File: config.mk
export PLATFORM = sky130hd
export DESIGN_NAME = la_demux5_stream
export DESIGN_NICKNAME = d
export VERILOG_FILES = /design/src/rtl/la_onehot5_chk.sv /design/src/rtl/la_demux5_stream.sv
export SDC_FILE = /design/constraint.sdc
export NUM_CORES = 1
export LEC_CHECK = 0
export BUFFER_PORTS_ARGS = -buffer_cell sky130_fd_sc_hd__clkbuf_2
export CAP_MARGIN = 20
export CORE_MARGIN = 2
export CORE_UTILIZATION = 45
export DETAILED_ROUTE_END_ITERATION = 10
export PLACE_DENSITY = 0.67
export SYNTH_ARGS = -nofsm -noshare
export SYNTH_HDL_FRONTEND = slang
export SYNTH_HIERARCHICAL = 1
export SYNTH_SLANG_ARGS = --single-unit
export TNS_END_PERCENT = 10
File: constraint.sdc
create_clock -name clk -period 7.35 [get_ports clk]
set_input_delay 0.3675 -clock clk [delete_from_list [all_inputs] [get_ports clk]]
set_output_delay 0.3675 -clock clk [all_outputs]
set_load 0.005 [all_outputs]
File: src/rtl/la_onehot5_chk.sv
// One-hot legality check for the 5-bit channel select.
// PROP picks between two equivalent formulations so implementation can steer mapping.
module la_onehot5_chk #(
  parameter string PROP = "DEFAULT"
) (
  input  logic [4:0] sel,
  output logic       legal
);

  generate
    if (PROP == "POPCOUNT") begin : g_popcount
      assign legal = ($countones(sel) == 1);
    end else begin : g_pow2
      // Exactly one bit set: non-zero and clearing the lowest set bit leaves nothing.
      assign legal = (sel != 5'd0) && ((sel & (sel - 5'd1)) == 5'd0);
    end
  endgenerate

endmodule

File: src/rtl/la_demux5_stream.sv
// Five-way stream demultiplexer with a two-entry (main + skid) buffer.
// Words with a non-one-hot select are dropped, counted and flagged.
module la_demux5_stream #(
  parameter int    WIDTH = 8,
  parameter string PROP  = "DEFAULT"
) (
  input  logic             clk,
  input  logic             rst,
  input  logic             in_valid,
  output logic             in_ready,
  input  logic [WIDTH-1:0] in_data,
  input  logic [4:0]       in_sel,
  output logic [4:0]       out_valid,
  input  logic [4:0]       out_ready,
  output logic [WIDTH-1:0] out_data,
  output logic             err,
  output logic [7:0]       drop_count
);

  typedef enum logic [1:0] {
    ST_EMPTY = 2'd0,
    ST_ONE   = 2'd1,
    ST_TWO   = 2'd2
  } state_t;

  // Handshake: a transfer happens on any cycle where valid and ready are both 1.
  // in_ready is registered (NOT TWO) and forced low while rst is asserted.

  state_t           r_state;
  state_t           w_state_nxt;
  logic [WIDTH-1:0] r_main_data, w_main_data_nxt;
  logic [4:0]       r_main_sel,  w_main_sel_nxt;
  logic [WIDTH-1:0] r_skid_data, w_skid_data_nxt;
  logic [4:0]       r_skid_sel,  w_skid_sel_nxt;
  logic             r_in_ready;
  logic             r_err;
  logic [7:0]       r_drop_count;

  logic w_legal;
  logic w_in_fire;
  logic w_accept;
  logic w_drop;
  logic w_drain;

  la_onehot5_chk #(.PROP(PROP)) u_chk (
    .sel   (in_sel),
    .legal (w_legal)
  );

  assign in_ready  = r_in_ready & ~rst;
  assign w_in_fire = in_valid & in_ready;
  assign w_accept  = w_in_fire & w_legal;
  assign w_drop    = w_in_fire & ~w_legal;
  // Only the head word's own channel ready matters; other lanes are ignored.
  assign w_drain   = (r_state != ST_EMPTY) && ((r_main_sel & out_ready) != 5'd0);

  assign out_valid  = (r_state != ST_EMPTY) ? r_main_sel : 5'd0;
  assign out_data   = r_main_data;
  assign err        = r_err;
  assign drop_count = r_drop_count;

  always_comb begin
    w_state_nxt     = r_state;
    w_main_data_nxt = r_main_data;
    w_main_sel_nxt  = r_main_sel;
    w_skid_data_nxt = r_skid_data;
    w_skid_sel_nxt  = r_skid_sel;
    case (r_state)
      ST_EMPTY: begin
        if (w_accept) begin
          w_state_nxt     = ST_ONE;
          w_main_data_nxt = in_data;
          w_main_sel_nxt  = in_sel;
        end
      end
      ST_ONE: begin
        if (w_accept && w_drain) begin
          w_main_data_nxt = in_data;
          w_main_sel_nxt  = in_sel;
        end else if (w_accept) begin
          w_state_nxt     = ST_TWO;
          w_skid_data_nxt = in_data;
          w_skid_sel_nxt  = in_sel;
        end else if (w_drain) begin
          w_state_nxt = ST_EMPTY;
        end
      end
      ST_TWO: begin
        // in_ready is low here, so only a drain can occur.
        if (w_drain) begin
          w_state_nxt     = ST_ONE;
          w_main_data_nxt = r_skid_data;
          w_main_sel_nxt  = r_skid_sel;
        end
      end
      default: w_state_nxt = ST_EMPTY;
    endcase
  end

  always_ff @(posedge clk) begin
    if (rst) begin
      r_state      <= ST_EMPTY;
      r_in_ready   <= 1'b1;
      r_err        <= 1'b0;
      r_drop_count <= 8'd0;
    end else begin
      r_state    <= w_state_nxt;
      r_in_ready <= (w_state_nxt != ST_TWO);
      if (w_drop) begin
        r_err <= 1'b1;
        if (r_drop_count != 8'hFF) r_drop_count <= r_drop_count + 8'd1;
      end
    end
  end

  // Payload storage needs no reset: it is only observed while the state says it is full.
  always_ff @(posedge clk) begin
    r_main_data <= w_main_data_nxt;
    r_main_sel  <= w_main_sel_nxt;
    r_skid_data <= w_skid_data_nxt;
    r_skid_sel  <= w_skid_sel_nxt;
  end

endmodule

==> out/metrics.cfg <==
[status]
status=finished clean

[logic_synthesis]
synth.avg_cell_area_um2=13.42
synth.area.mux_share=0.1025
ys_seq_area_frac=0.6287
netlist_area_um2=1624
synth_top_family_by_area=simple AND/OR/NAND/NOR gates
synthXorXnorAreaFrac=0.03236
synth-async-reset-ratio=0
yosysMostFrequentCell=edfxtp_1
synthesis.nets=143
syn_inst=121
synth_compound_area_frac=0.07319
yosysWarnings=6
synthAdderAreaFrac=0.007704
yosysTopAreaCell=edfxtp_1
synth_edf_count=26
synth-main-ff-cell=edfxtp_1
synth_top_area_frac=0.4807
synth_common_cells=26 x edfxtp_1, 13 x mux2_1, 12 x dfxtp_1, 10 x nor2_1, 8 x nor2b_1
ys_types=30
synth_seq_cells=38
yosys.area_share.simple=0.1448
synth.area.top_cells=edfxtp_1 48%, dfxtp_1 15%, mux2_1 9.0%

[detailed_routing]
ant_nets=0
via_count=1133
wl_um=2954
drc=0
drtIter0Drc=37
wl_per_cell_um=13.68
drt-pass1-iter-count=4
via_per_inst=5.245

[power_and_ir_drop]
vdd_drop_max_v=0.0001016
cellPowerDensity_nw_per_um2=199.0
p_leak_uw=0.0007592

[sta]
slew_violations=0
relSlewSlack=0.3539
rsz0062_at_grt=no
fin_setup_tns_ns=0
worstMarginPinSlew_ns=0.9640
fmax_mhz=420.5
hold_viol=0
fin_worst_skew_ns=0.004363
period_needed_ns=2.378
whs_ns=0.2007
setup_violations=0
post-route-period-util=0.3236

[worst_hold_path]
hold_class=input pin to flop

[die]
ios=44
die_x_um=64.08
coreArea_um2=3390
rows=21
die_area_um2=4106
start_util=0.4791
die_h_um=64.08

[worst_setup_path]
required_ns=7.33
path_class=flop to flop
path_depth=3
cp.buffers_inverters=0
path_cells=a222oi_1, nand3_1, nor3_2
crit_path_top_delay_cell=nor3_2
worstSetupStartpointType=flop
reg2reg_slack_ns=4.97
crit_end=r_skid_data[1]
crit_family=simple AND/OR/NAND/NOR gates
worstSetupStartpoint=r_main_sel[0]
r2r_end=r_skid_data[1]
critPathMaxFanout=13
end_kind=flop
rr_worst_depth=3
worst_ep_arrival_time_ns=2.35
r2r_start=r_main_sel[0]
slowest_delay_ns=0.82

[clock_tree]
clock_latency_ns=0.34
cts_tree=built
clk_pin_slew_worst_paths_ns=0.11
cts_sinks=38
htreeDepth=2
cts_buffers=5
postCtsHoldBufs=0
clock_path_buffers=2
root_buffer=clkbuf_4
cts_setup_buffers=0
cts_resized=0

[global_route]
overflow=0
grt_use_total=0.1645
grt_max_degree=17
grt_pass1_wl_um=5050
grt_pass1_vias=1142
grt_antenna_before_repair=0

[layout]
fillers=288
synthToLayoutAreaGrowth_pct=21.49
nNetsFinal=191
postLayoutCellArea_um2=1973
drive_gt1_frac=0.3294
diodes=0

[placed_design]
dpl_cell_area_um2=1896
dp_hpwl_um=2159
gp_congestion=0.7330
io_buffers=43

[job]
maxCapViolCount=0

worst min path at each step:
stage,startpoint,end,slack (ns),cells past startpoint
after global routing,in_data[6],r_skid_data[6],0.17,1
after detailed placement,err,err,0.48,2
after floorplan,rst,r_state[1],0.45,1
final,in_data[4],r_skid_data[4],0.20,1
after CTS,in_data[4],r_skid_data[4],0.18,1
after global placement,err,err,0.46,2
kinds of logic after synthesis:
group                      Yosys count
AOI/OAI and AO/OA                   15
xor gates and xnor gates             6
adders and majority gates            1
buffers and inverters                4
DFF                                 38
muxes                               15
and+or+nand+nor                     42
cells in the final DEF, fill, tap and decap left out, types with 2 or more instances in the layout:
master    count
a21oi_1       4
and3_1        2
nand3b_1      2
nand4_1       3
nor2b_1       8
mux2i_1       2
nand3_1       4
or3_1         3
o21ai_1       3
mux2_1       13
xor2_1        6
nand2_1       3
dfxtp_1      12
edfxtp_1     26
clkbuf_2     43
a31oi_1       2
clkbuf_4      5
clkinv_2      2
nor3_1        3
nor2_1       10
final cells by class:
type | count | area [um2] | share of cell area
repair buffers | 44 | 222.7 | 0.1129
clock inverters | 3 | 40.04 | 0.02029
multi-input cells | 79 | 590.6 | 0.2993
well taps | 46 | 57.56 | 0.02917
clock buffers | 5 | 37.54 | 0.01902
inverters | 1 | 3.754 | 0.001902
flip-flops and latches | 38 | 1021 | 0.5174
flip-flops by register name, summed over array words and instances, names as in the netlist:
signal,count
drop_count,8
err,1
out_data,8
r_in_ready,1
r_main_sel,5
r_skid_data,8
r_skid_sel,5
r_state,2
worst reg2reg max path, stage by stage (launching register included):
cell and delay, ns:
edfxtp_1 0.39, a222oi_1 0.58, nand3_1 0.23, nor3_2 0.82
through the flow:
step | power [uW] | util | worst slack (ns) | instances
detailed placement | 261.7 | 0.5592 | 4.830 | 208
floorplan | 248.8 | - | 4.964 | 121
CTS | 397.5 | 0.5821 | 4.906 | 216
finish | 392.7 | 0.5821 | 4.972 | 216
global route | 409.8 | 0.5821 | 4.723 | 216
global placement | 260.4 | 0.5592 | 4.933 | 208
power by group:
group / total (uW) / switching (uW) / internal (uW)
logic: 24.3 / 12.6 / 11.7
clock network: 136 / 65.5 / 70.4
registers: 232 / 1.75 / 231
routing by layer:
layer	up-vias	routed length, um	track usage
met4	0	78	0.1141
met1	521	1165	0.1831
met2	50	1475	0.2721
met5	-	0	0
met3	7	233	0.04401
li1	555	-	-
(Power assumes the default switching activity.)
